## src/rtl/merge_ctrl_pkg.sv

```systemverilog
// Shared constants and state encoding for the serial-to-nibble controller.
package merge_ctrl_pkg;
    localparam int NIBBLE_W        = 4;
    localparam int BITS_PER_NIBBLE = 4;

    typedef enum logic {
        IDLE,
        COLLECT
    } state_t;
endpackage

```

## src/rtl/merge_bits.sv

```systemverilog
// Combinational datapath: packs four single bits into one nibble {bitD,bitC,bitB,bitA}.
module merge_bits (
    input  logic       bitA,
    input  logic       bitB,
    input  logic       bitC,
    input  logic       bitD,
    output logic [3:0] merged_output
);
    assign merged_output = {bitD, bitC, bitB, bitA};
endmodule

```

## src/rtl/merge_bits_ctrl.sv

```systemverilog
// Collects a valid/ready bit stream into nibbles via merge_bits, with
// partial-nibble timeout, flush and a delivered-nibble counter.
module merge_bits_ctrl
    import merge_ctrl_pkg::*;
#(
    parameter int MSB_FIRST = 0,
    parameter int TIMEOUT   = 16,
    parameter int CNT_W     = 8
) (
    input  logic                clk,
    input  logic                rst,
    input  logic                bit_in,
    input  logic                bit_valid,
    output logic                bit_ready,
    input  logic                flush,
    output logic [NIBBLE_W-1:0] nibble_out,
    output logic                nibble_valid,
    input  logic                nibble_ready,
    output logic                timeout_err,
    output logic [CNT_W-1:0]    nibble_count
);
    localparam int TIMER_W = (TIMEOUT < 2) ? 1 : $clog2(TIMEOUT + 1);

    state_t                        state_reg, state_next;
    logic [1:0]                    idx_reg, idx_next;
    logic [BITS_PER_NIBBLE-1:0]    staging_reg, staging_next;
    logic [TIMER_W-1:0]            timer_reg, timer_next;
    logic [NIBBLE_W-1:0]           nibble_out_reg, nibble_out_next;
    logic                          nibble_valid_reg, nibble_valid_next;
    logic                          timeout_err_reg, timeout_err_next;
    logic [CNT_W-1:0]              count_reg, count_next;

    logic                          accept;
    logic                          deliver;
    logic                          last_bit;
    logic                          timeout_hit;
    logic [1:0]                    pos;
    logic [BITS_PER_NIBBLE-1:0]    staged;
    logic [NIBBLE_W-1:0]           merged;

    // Stall only when a finished nibble is waiting and the consumer refuses it.
    assign bit_ready   = !rst && !(nibble_valid_reg && !nibble_ready);
    assign accept      = bit_valid && bit_ready;
    assign deliver     = nibble_valid_reg && nibble_ready;
    assign pos         = (MSB_FIRST != 0) ? (2'(3) - idx_reg) : idx_reg;
    assign last_bit    = accept && (idx_reg == 2'(BITS_PER_NIBBLE - 1));
    assign timeout_hit = (TIMEOUT != 0) && (state_reg == COLLECT) &&
                         (timer_reg == TIMER_W'(TIMEOUT));

    // Staging with the incoming bit already applied, so the 4th bit merges in the same cycle.
    genvar gi;
    generate
        for (gi = 0; gi < BITS_PER_NIBBLE; gi++) begin : g_stage
            assign staged[gi] = (accept && (pos == 2'(gi))) ? bit_in : staging_reg[gi];
        end
    endgenerate

    merge_bits u_merge (
        .bitA          (staged[0]),
        .bitB          (staged[1]),
        .bitC          (staged[2]),
        .bitD          (staged[3]),
        .merged_output (merged)
    );

    always_comb begin
        state_next        = state_reg;
        idx_next          = idx_reg;
        staging_next      = staging_reg;
        timer_next        = timer_reg;
        nibble_out_next   = nibble_out_reg;
        nibble_valid_next = nibble_valid_reg;
        timeout_err_next  = 1'b0;
        count_next        = deliver ? (count_reg + CNT_W'(1)) : count_reg;

        if (deliver) begin
            nibble_valid_next = 1'b0;
        end

        if (flush) begin
            state_next   = IDLE;
            idx_next     = 2'd0;
            staging_next = '0;
            timer_next   = '0;
        end else if (timeout_hit) begin
            state_next       = IDLE;
            idx_next         = 2'd0;
            staging_next     = '0;
            timer_next       = '0;
            timeout_err_next = 1'b1;
        end else if (accept) begin
            timer_next = '0;
            if (last_bit) begin
                state_next        = IDLE;
                idx_next          = 2'd0;
                staging_next      = '0;
                nibble_out_next   = merged;
                nibble_valid_next = 1'b1;
            end else begin
                state_next   = COLLECT;
                idx_next     = idx_reg + 2'd1;
                staging_next = staged;
            end
        end else if ((TIMEOUT != 0) && (state_reg == COLLECT) && bit_ready) begin
            timer_next = timer_reg + TIMER_W'(1);
        end
    end

    always_ff @(posedge clk) begin
        if (rst) begin
            state_reg        <= IDLE;
            idx_reg          <= 2'd0;
            staging_reg      <= '0;
            timer_reg        <= '0;
            nibble_out_reg   <= '0;
            nibble_valid_reg <= 1'b0;
            timeout_err_reg  <= 1'b0;
            count_reg        <= '0;
        end else begin
            state_reg        <= state_next;
            idx_reg          <= idx_next;
            staging_reg      <= staging_next;
            timer_reg        <= timer_next;
            nibble_out_reg   <= nibble_out_next;
            nibble_valid_reg <= nibble_valid_next;
            timeout_err_reg  <= timeout_err_next;
            count_reg        <= count_next;
        end
    end

    assign nibble_out   = nibble_out_reg;
    assign nibble_valid = nibble_valid_reg;
    assign timeout_err  = timeout_err_reg;
    assign nibble_count = count_reg;
endmodule

```

## config.mk

```make
export PLATFORM = sky130hd
export DESIGN_NAME = merge_bits_ctrl
export DESIGN_NICKNAME = d
export VERILOG_FILES = /design/src/rtl/merge_ctrl_pkg.sv /design/src/rtl/merge_bits.sv /design/src/rtl/merge_bits_ctrl.sv
export SDC_FILE = /design/constraint.sdc
export NUM_CORES = 1
export LEC_CHECK = 0
export ABC_AREA = 1
export BUFFER_PORTS_ARGS = -buffer_cell sky130_fd_sc_hd__buf_2
export CAP_MARGIN = 5
export CORE_ASPECT_RATIO = 0.9
export CORE_MARGIN = 5
export CORE_UTILIZATION = 55
export DETAILED_ROUTE_END_ITERATION = 16
export GPL_TIMING_DRIVEN = 0
export HOLD_SLACK_MARGIN = 0.03
export PLACE_DENSITY = 0.87
export RECOVER_POWER = 50
export SYNTH_ARGS = -nofsm -noshare
export SYNTH_HDL_FRONTEND = slang
export SYNTH_HIERARCHICAL = 1
export SYNTH_SLANG_ARGS = --single-unit
```

## constraint.sdc

```tcl
create_clock -name clk -period 2.4 [get_ports clk]
set_input_delay 0.24 -clock clk [delete_from_list [all_inputs] [get_ports clk]]
set_output_delay 0.24 -clock clk [all_outputs]
set_load 0.03 [all_outputs]
```

==> results of run 1 <==
[cells in the mapped netlist (all sizes together)]
master,instances
inv,33
clkinv,1
a21oi,10
nand4,5
buf,5
nor3,1
nor2,33
o21ai,4
nand3,20
nand2,46
and2,3
ha,7
dfxtp,26
xor2,2
[routing by layer]
metal | global-route usage, % | part of all wire [%]
met5 | 0 | 0
met4 | 4.45 | 1.8
met3 | 4.26 | 4.3
met2 | 25.8 | 47
met1 | 17.2 | 47
[how the worst max path moves through the flow]
stage / startpoint / endpoint / slack, ns / depth (start not counted)
CTS: nibble_valid / bit_ready / 0.92 / 4
detailed placement: rst / nibble_out[0] / 0.90 / 11
floorplan: nibble_valid / nibble_out[0] / 0.96 / 10
finish: idx_reg[0] / nibble_out[0] / 0.96 / 10
global placement: rst / nibble_out[0] / 0.91 / 11
global route: idx_reg[0] / nibble_out[0] / 0.80 / 10
[cell type report]
type,count,area (um^2),share of cell area (%)
clock buffer,3,22.5,1.46
inverter,34,129,8.35
sequential,26,520,33.7
buffer,5,35.0,2.27
tap,28,35.0,2.27
clock inverter,1,30.0,1.95
timing repair buffer,20,83.8,5.43
multi-input combinational,131,687,44.5
[stage by stage]
step,hold slack [ns],std cells
2_1_floorplan,0.309,196
3_3_place_gp,0.435,244
3_5_place_dp,0.441,244
4_1_cts,0.0657,248
5_1_grt,0.0694,248
6_report,0.0801,248
[placed cells by master (no fill, tap or decap), types with 4 or more instances in the layout]
cell type / n
buf_4: 4
inv_2: 4
nand4_1: 4
buf_2: 8
o21ai_0: 4
nand2_1: 44
inv_1: 29
dfxtp_1: 26
ha_1: 7
clkbuf_1: 13
nor2_1: 30
a21oi_1: 10
nand3_1: 19
[critical path, stage by stage, from the launching register on]
cell and delay [ns]:
dfxtp_1 0.40, inv_1 0.09, ha_1 0.22, nand4_1 0.10, nand2_1 0.07, and2_1 0.15
buf_4 0.12, inv_1 0.04, nand3_1 0.07, nand2_1 0.07, nor2_1 0.04
[cells by family after synthesis]
group	after synthesis	synth area share, %
simple gates	108	38.7
buf+inv	39	11.7
flops	26	37.1
compound gates	14	5.00
fa+ha+maj	7	6.25
xor+xnor	2	1.25
[power by group]
part	switching, mW	internal (mW)
sequential	0.00158	0.434
clock	0.131	0.169
combinational	0.0336	0.0176
==> results.yml, run 1 <==
setup_path:
  worstPathMaxFanout: 4
  arrival_ns: 1.69
  rr_startpoint: "idx_reg[0]"
  r2r_slack_ns: 0.96
  worst_setup_path_start_kind: "flip-flop"
  regToRegEndpoint: "nibble_out[0]"
  end_kind: "flip-flop"
  worstPathRequired_ns: 2.65
  worstSetupPathType: "flip-flop to flip-flop"
  reg2reg_depth: 10
placed_design:
  dp_slack_ns: 0.900
  dp_hpwl_mm: 1.99
  post_dp_cell_area_mm2: 0.00154
  io_buffers: 20
  gp_congestion: 0.791
cells_and_area:
  nFillCells: 234
  syn_to_final_growth_pct: 10.1
  layout-drive-gt1-share_pct: 12.7
  largest_reg_flops: 8
  post-route-util_pct: 63.1
  n_antenna_cell: 0
  final_nets: 234
  final_area_mm2: 0.00154
global_routing:
  antenna_found_initial: 0
  grt_max_degree: 16
  grt_first_pass_wirelength_mm: 4.47
  grt_pass1_vias: 1123
  grt-ovfl-total: 0
  grt_util_all_layers_pct: 14.6
hold_path:
  hold_depth: 2
  holdCritStartpoint: "rst"
  hold_path_class: "primary input to flip-flop"
  hold_end: "nibble_valid"
clock_tree:
  cts_setup_buffers: 0
  cts_tree: "done"
  clock_latency_ns: 0.33
  cts_buffers: 3
  cts_buffer_depth: 2
  clkTransAtPathRegs_ns: 0.15
  clock_sink_count: 26
  htree_levels: 1
  cts-root-buf: "clkbuf_4"
  cts_resized: 0
  holdBufCountCts: 0
die:
  start_util_pct: 57.3
  die_x_um: 63.2
  dieArea_mm2: 0.00366
  core_area_mm2: 0.00245
  ioPinCount: 21
  num_rows: 17
  die_height_um: 57.9
sta:
  skew_ns: 0.0141
  fin_crit_sh_pct: 60.1
  slew_headroom_pct: 74.4
  worst_slew_pin_slew_ns: 0.385
  rsz0062_at_grt: "no"
  fin_ws_ns: 0.959
  finalHoldViolations: 0
  max_freq_mhz: 694
  report.final.slew_viol_count: 0
  setup_violations: 0
  fin_crit_ns: 1.44
  setup_tns_ns: 0
power:
  power.density_mw_per_mm2: 510
  cellLeakagePower_nw: 0.625
  total_power_uw: 786
  ir_drop_mv: 0.409
logic_synthesis:
  yosys-top-cells-area: "dfxtp_1 (37%), nand2_1 (11%), inv_1 (7.8%), nor2_1 (7.5%), nand3_1 (6.4%)"
  synthCells: 196
  synth_area_mm2: 0.00140
  synth-seq-cells: 26
  yosysWarnings: 6
  synth.avg_cell_area_um2: 7.15
  synth_cell_type_count: 22
  yosysTopAreaCell: "dfxtp_1"
  yosysSeqAreaShare_pct: 37.1
  synth_top_area_share_pct: 37.1
  syn_nets: 209
run:
  max-cap-violations: 0
routing:
  wirelength_mm: 2.47
  wl_per_cell_um: 9.95
  viasPerCell: 4.87
  dr.pass1.iters: 4
  drc: 0
  vias: 1207
  ant_nets: 0
  drt_iter0_drc: 41
outcome:
  status: "finished clean"
No activity file was read; power rests on OpenSTA's default activity.
==> inputs of run 2 (changes only) <==
--- a/config.mk
+++ b/config.mk
@@ -5,16 +5,16 @@
 export SDC_FILE = /design/constraint.sdc
 export NUM_CORES = 1
 export LEC_CHECK = 0
-export ABC_AREA = 1
+export ABC_AREA = 0
 export BUFFER_PORTS_ARGS = -buffer_cell sky130_fd_sc_hd__buf_2
 export CAP_MARGIN = 5
 export CORE_ASPECT_RATIO = 0.9
 export CORE_MARGIN = 5
-export CORE_UTILIZATION = 55
+export CORE_UTILIZATION = 49
 export DETAILED_ROUTE_END_ITERATION = 16
 export GPL_TIMING_DRIVEN = 0
 export HOLD_SLACK_MARGIN = 0.03
-export PLACE_DENSITY = 0.87
+export PLACE_DENSITY = 0.84
 export RECOVER_POWER = 50
 export SYNTH_ARGS = -nofsm -noshare
 export SYNTH_HDL_FRONTEND = slang
==> constraint.sdc (replaced) <==
create_clock -name clk -period 1.25 [get_ports clk]
set_input_delay 0.125 -clock clk [delete_from_list [all_inputs] [get_ports clk]]
set_output_delay 0.125 -clock clk [all_outputs]
set_load 0.03 [all_outputs]
==> results.yml, run 2 <==
routing:
  wl_per_cell_um: 14.0
  vias: 1107
  ant_nets: 0
  viasPerCell: 5.43
  drc: 0
  wirelength_mm: 2.85
  drt_iter0_drc: 72
  dr.pass1.iters: 4
power:
  p_sw_share_pct: 22.0
  power.density_mw_per_mm2: 869
  pwr-share-seq_pct: 54.0
  p_int_mw: 1.20
  cellLeakagePower_nw: 0.662
  clockPowerShare_pct: 38.3
  pwr-share-comb_pct: 7.8
  p_switching_uw: 337
  ir_drop_mv: 1.10
global_routing:
  antenna_found_initial: 0
  grt-ovfl-total: 0
  grt_max_degree: 16
  grt_pass1_vias: 1076
  grt_util_all_layers_pct: 15.7
  grt_first_pass_wirelength_mm: 4.75
clock_tree:
  clock_sink_count: 26
  clkTransAtPathRegs_ns: 0.14
  htree_levels: 1
  cts_tree: "done"
  cts-root-buf: "clkbuf_4"
  cts_buffers: 3
  cts_buffer_depth: 2
  clock_latency_ns: 0.33
logic_synthesis:
  synth.avg_cell_area_um2: 8.83
  async_flop_share_pct: 0
  yosysWarnings: 6
  synth-main-ff-cell: "dfxtp_1"
  synthTopCellsByCount: "dfxtp_1 (26), nand3_1 (14), nor2_1 (13), a21oi_1 (12), nand2_1 (12)"
  syn_nets: 156
  yosysMostFrequentCell: "dfxtp_1"
  synth_cell_type_count: 33
  synth_area_mm2: 0.00126
  synthCells: 143
  yosysSeqAreaShare_pct: 41.2
  synth-seq-cells: 26
  synth_edf_count: 0
  synth_top_area_share_pct: 41.2
  yosysTopAreaCell: "dfxtp_1"
  yosys-top-cells-area: "dfxtp_1 (41%), ha_1 (6.9%), nand3_1 (5.6%), xnor2_1 (4.9%), a21oi_1 (4.8%)"
die:
  die_height_um: 58.2
  ioPinCount: 21
  num_rows: 17
  die_x_um: 63.5
  core_area_mm2: 0.00247
  dieArea_mm2: 0.00369
  start_util_pct: 51.2
run:
  max-cap-violations: 0
cells_and_area:
  largest_reg_flops: 8
  n_antenna_cell: 0
  final_common_cell: "dfxtp_1"
  final_area_mm2: 0.00177
  layout-drive-gt1-share_pct: 48.3
  final_nets: 190
  regArea_um2: 541
  multi_input_area_um2: 868
  syn_to_final_growth_pct: 39.9
  final_cell_mix: "dfxtp_1 (18), nand2_1 (12), buf_2 (12)"
  nFillCells: 181
setup_path:
  rr_startpoint: "timer_reg[1]"
  worstPathRequired_ns: 1.54
  reg2reg_depth: 6
  worstSetupPathType: "flip-flop to flip-flop"
  worst_setup_path_start_kind: "flip-flop"
  arrival_ns: 1.75
  end_kind: "flip-flop"
  worstPathMaxFanout: 5
  crit_start: "timer_reg[1]"
placed_design:
  dp_hpwl_mm: 1.94
  gp_congestion: 0.830
  post_dp_cell_area_mm2: 0.00149
  dp_slack_ns: -0.281
  io_buffers: 20
outcome:
  status: "complete, but fails checks"
  violations: "negative setup slack"
hold_path:
  holdCritStartpoint: "nibble_ready"
  hold_depth: 3
  hold_path_class: "primary input to flip-flop"
sta:
  skew_ns: 0.00106
  setup_violations: 18
  fin_ws_ns: -0.214
  finalHoldViolations: 0
  report.final.slew_viol_count: 0
  slew_headroom_pct: 61.1
  rsz0062_at_grt: "yes"
  fin_crit_sh_pct: 117
  max_freq_mhz: 683
  worst_slew_pin_slew_ns: 0.584
  fin_crit_ns: 1.46
==> run 2: changes by cell type after synthesis, sizes merged, moves of 5 or more <==
cell   previous run  this run
inv              33         5
nand2            46        13
nand3            20        14
nand4             5         0
nor2             33        13
xnor2             0         7
==> run 2: cell type report <==
| class | instances | area share [%] |
|---|---|---|
| multi-input cells | 103 | 49.2 |
| flip-flops and latches | 26 | 30.6 |
| repair buffers | 29 | 9.77 |
| plain buffers | 9 | 4.32 |
| well taps | 28 | 1.98 |
| clock inverters | 1 | 1.70 |
| clock buffers | 3 | 1.27 |
| inverters | 5 | 1.20 |
==> run 2: repair_timing <==
item	4_1_cts	5_1_grt
resized for setup	20	20
hold endpoints to repair	1	0
setup endpoints to repair	19	24
buffers inserted	6	2
hold buffers	1	0
pin swaps	5	10
==> run 2: path summary, 6_finish.rpt <==
kind	end	slack (ns)
setup reg to reg	staging_reg[2]	-0.21
hold reg to reg	staging_reg[3]	0.46
setup / recovery	staging_reg[2]	-0.21
hold / removal	nibble_count[1]	0.11
==> run 2: cell families (layout without fill, tap and decap cells) <==
kind of cell,after synthesis,count (layout),synth area share (%)
multiplexers,4,4,3.47
flip-flops,26,26,41.2
AO/OA/AOI/OAI,24,24,11.2
buffers and inverters,14,47,5.85
adder cells (fa/ha/maj),7,7,6.94
AND/OR/NAND/NOR,59,59,25.1
XOR/XNOR,9,9,6.24
==> run 2: metrics by stage <==
step	setup TNS [ns]	hold WS [ns]	instances	utilization [%]	total power, mW
floorplan	-1.34	0.202	143	-	0.913
global placement	-2.52	0.364	191	60.4	0.940
detailed placement	-3.24	0.366	191	60.4	0.943
CTS	-3.23	0.0914	202	67.4	1.53
global route	-3.75	0.0993	204	71.6	1.59
finish	-2.87	0.110	204	71.6	1.54
==> run 2: power groups by stage <==
stage	clock, mW	sequential [mW]	combinational (mW)
3_5_place_dp	0	0.851	0.0911
6_report	0.588	0.828	0.119
2_1_floorplan	0	0.850	0.0629
5_1_grt	0.631	0.830	0.127
4_1_cts	0.591	0.831	0.110
3_3_place_gp	0	0.851	0.0887
==> run 2: worst max-delay path: stages, from the launching register on <==
cell and delay, ns:
dfxtp_2 0.37, inv_2 0.05, ha_4 0.14, and4b_4 0.18, a211o_4 0.36, nor3_4 0.17, a22o_1 0.16
==> run 2: per-layer routing <==
metal / vias up / GRT usage, % / share of wire [%] / wire (um)
met2: 30 / 28.8 / 49 / 1410
li1: 558 / - / - / -
met4: 0 / 2.67 / 0.60 / 17
met3: 4 / 4.65 / 6.6 / 189
met5: - / 0 / 0 / 0
met1: 515 / 18.2 / 43 / 1240
==> inputs of run 3 (changes only) <==
--- a/config.mk
+++ b/config.mk
@@ -18,5 +18,4 @@
 export RECOVER_POWER = 50
 export SYNTH_ARGS = -nofsm -noshare
 export SYNTH_HDL_FRONTEND = slang
-export SYNTH_HIERARCHICAL = 1
 export SYNTH_SLANG_ARGS = --single-unit
==> results.yml, run 3 <==
logic_synthesis:
  synth-seq-cells: 25
  yosysTopAreaCell: "dfxtp_1"
  yosys-top-cells-area: "dfxtp_1 (39%), ha_1 (6.8%), a21oi_1 (5.1%), nand3_1 (5.1%), nor2_1 (5.0%)"
  synth_cell_type_count: 33
  yosysWarnings: 0
  synth.avg_cell_area_um2: 8.76
  synthTopCellsByCount: "dfxtp_1 (25), nor2_1 (17), nand2_1 (15), a21oi_1 (13), nand3_1 (13)"
  synth-main-ff-cell: "dfxtp_1"
  synthCells: 146
  syn_nets: 159
  yosysSeqAreaShare_pct: 39.1
  async_flop_share_pct: 0
  yosysMostFrequentCell: "dfxtp_1"
  synth_area_mm2: 0.00128
  synth_top_area_share_pct: 39.1
  synth_edf_count: 0
sta:
  setup_violations: 17
  fin_crit_sh_pct: 112
  fin_crit_ns: 1.40
  worst_slew_pin_slew_ns: 0.509
  skew_ns: 0.00933
  report.final.slew_viol_count: 0
  rsz0062_at_grt: "yes"
  fin_ws_ns: -0.154
  finalHoldViolations: 0
  setup_tns_ns: -0.827
  max_freq_mhz: 712
  slew_headroom_pct: 66.1
setup_path:
  worstPathMaxFanout: 5
  worst_setup_path_start_kind: "flip-flop"
  worstSetupPathType: "flip-flop to flip-flop"
  slowest_stage: "dfxtp_2"
  end_kind: "flip-flop"
  worstPathRequired_ns: 1.50
  crit_start: "timer_reg[0]"
  rr_startpoint: "timer_reg[0]"
  reg2reg_depth: 6
  slowest_delay_ns: 0.36
  arrival_ns: 1.65
  regToRegEndpoint: "nibble_out[1]"
  endpoint: "nibble_out[1]"
  r2r_slack_ns: -0.15
  crit_chain: "inv_2 -> ha_4 -> and4b_1 -> a21oi_4 -> a21oi_1 -> a311oi_1"
cells_and_area:
  final_area_mm2: 0.00169
  final_cell_mix: "dfxtp_1 (18), nor2_1 (14), buf_2 (13), nand2_1 (13), nand3_1 (12)"
  multi_input_area_um2: 886
  syn_to_final_growth_pct: 32.2
  regArea_um2: 512
  n_antenna_cell: 0
  layout-drive-gt1-share_pct: 40.0
  final_common_cell: "dfxtp_1"
  instances_no_fill: 208
  largest_reg_flops: 8
  nFillCells: 193
  final_nets: 194
global_routing:
  antenna_found_initial: 0
  grt_first_pass_wirelength_mm: 5.00
  grt_pass1_vias: 1141
  grt_util_all_layers_pct: 16.9
  grt_use_met3_pct: 5.15
  globalRouteMet2Util_pct: 30.6
  grt-ovfl-total: 0
  grt_use_met1_pct: 18.7
  busiest_layer: "met2"
  grt_max_degree: 16
clock_tree:
  clock_latency_ns: 0.34
  cts-root-buf: "clkbuf_4"
  cts_buffers: 3
  cts_tree: "done"
  clkTransAtPathRegs_ns: 0.14
  htree_levels: 1
  cts_buffer_depth: 2
  clock_sink_count: 25
  holdBufCountCts: 0
routing:
  wl_per_cell_um: 14.3
  dr.pass1.iters: 4
  vias: 1147
  drt_iter0_drc: 79
  drc: 0
  wirelength_mm: 2.97
  ant_nets: 0
  viasPerCell: 5.51
power:
  p_int_uw: 959
  pwr-share-seq_pct: 62.3
  clockPowerShare_pct: 29.7
  p_sw_share_pct: 25.6
  p_switching_uw: 330
  ir_drop_mv: 0.718
  cellLeakagePower_nw: 0.608
  power.density_mw_per_mm2: 763
  pwr-share-comb_pct: 8.1
die:
  ioPinCount: 21
  core_area_mm2: 0.00247
  die_height_um: 58.5
  die_x_um: 63.8
  num_rows: 17
  start_util_pct: 51.8
  dieArea_mm2: 0.00373
run:
  max-cap-violations: 0
outcome:
  violations: "negative setup slack"
  status: "complete, but fails checks"
placed_design:
  io_buffers: 20
  post_dp_cell_area_mm2: 0.00144
  gp_congestion: 0.828
  place_inst: 194
  dp_hpwl_mm: 1.98
hold_path:
  hold_path_class: "primary input to flip-flop"
run 3: worst max-delay path: cells and delay by family (launching register included):
kind | cells | cell delay (ns)
AO/OA/AOI/OAI | 3 | 0.54
adder cells (fa/ha/maj) | 1 | 0.15
buffers and inverters | 1 | 0.05
flip-flops | 1 | 0.36
AND/OR/NAND/NOR | 1 | 0.22
run 3: logic make-up after synthesis:
group	after synthesis	share of synthesized area, %
simple gates	70	31.3
compound gates	25	12.4
flops	25	39.1
xor+xnor	9	6.16
buf+inv	9	3.33
fa+ha+maj	7	6.85
mux	1	0.783
run 3: worst min path at each step:
stage / from / endpoint / slack [ns] / depth (start not counted)
after floorplan: bit_in / nibble_out[3] / 0.27 / 2
after global placement: bit_in / staging_reg[1] / 0.45 / 3
after detailed placement: bit_in / nibble_out[3] / 0.45 / 3
after CTS: bit_in / nibble_out[3] / 0.09 / 3
after global routing: bit_in / staging_reg[0] / 0.08 / 3
final: bit_in / nibble_out[3] / 0.09 / 3
run 3: stage by stage:
stage                     hold WS (ns)  total power, mW  util, %  setup slack, ns
after floorplan                  0.273            0.874        -        -0.000842
after global placement           0.446            0.902     58.2           -0.115
after detailed placement         0.454            0.904     58.2           -0.182
after CTS                       0.0914             1.28     65.3           -0.105
after global routing            0.0756             1.35     68.5           -0.235
final                           0.0893             1.29     68.5           -0.154
run 3: power groups by stage:
stage | Combinational, mW | Sequential, mW | Clock (mW)
3_5_place_dp | 0.0849 | 0.819 | 0
6_report | 0.104 | 0.803 | 0.383
5_1_grt | 0.115 | 0.804 | 0.435
3_3_place_gp | 0.0831 | 0.819 | 0
2_1_floorplan | 0.0556 | 0.818 | 0
4_1_cts | 0.0964 | 0.802 | 0.382
run 3: metal layers:
| metal | wire [um] | vias to the layer above |
|---|---|---|
| met5 | 0 | - |
| met1 | 1210 | 535 |
| met2 | 1550 | 26 |
| li1 | - | 577 |
| met4 | 67 | 0 |
| met3 | 145 | 9 |
run 3: final cells by class:
class | instances | share of cell area [%]
multi-input cells | 112 | 52.4
inverters | 6 | 1.33
well taps | 28 | 2.07
repair buffers | 31 | 11.6
clock buffers | 3 | 1.33
plain buffers | 2 | 0.518
clock inverters | 1 | 0.444
flip-flops and latches | 25 | 30.3
run 3: timing repair:
action                                  CTS  global route
gates cloned                              0             0
gates resized for setup                  20            18
pin swaps                                 5             3
setup buffers                             9             2
endpoints found under the setup margin   12            23
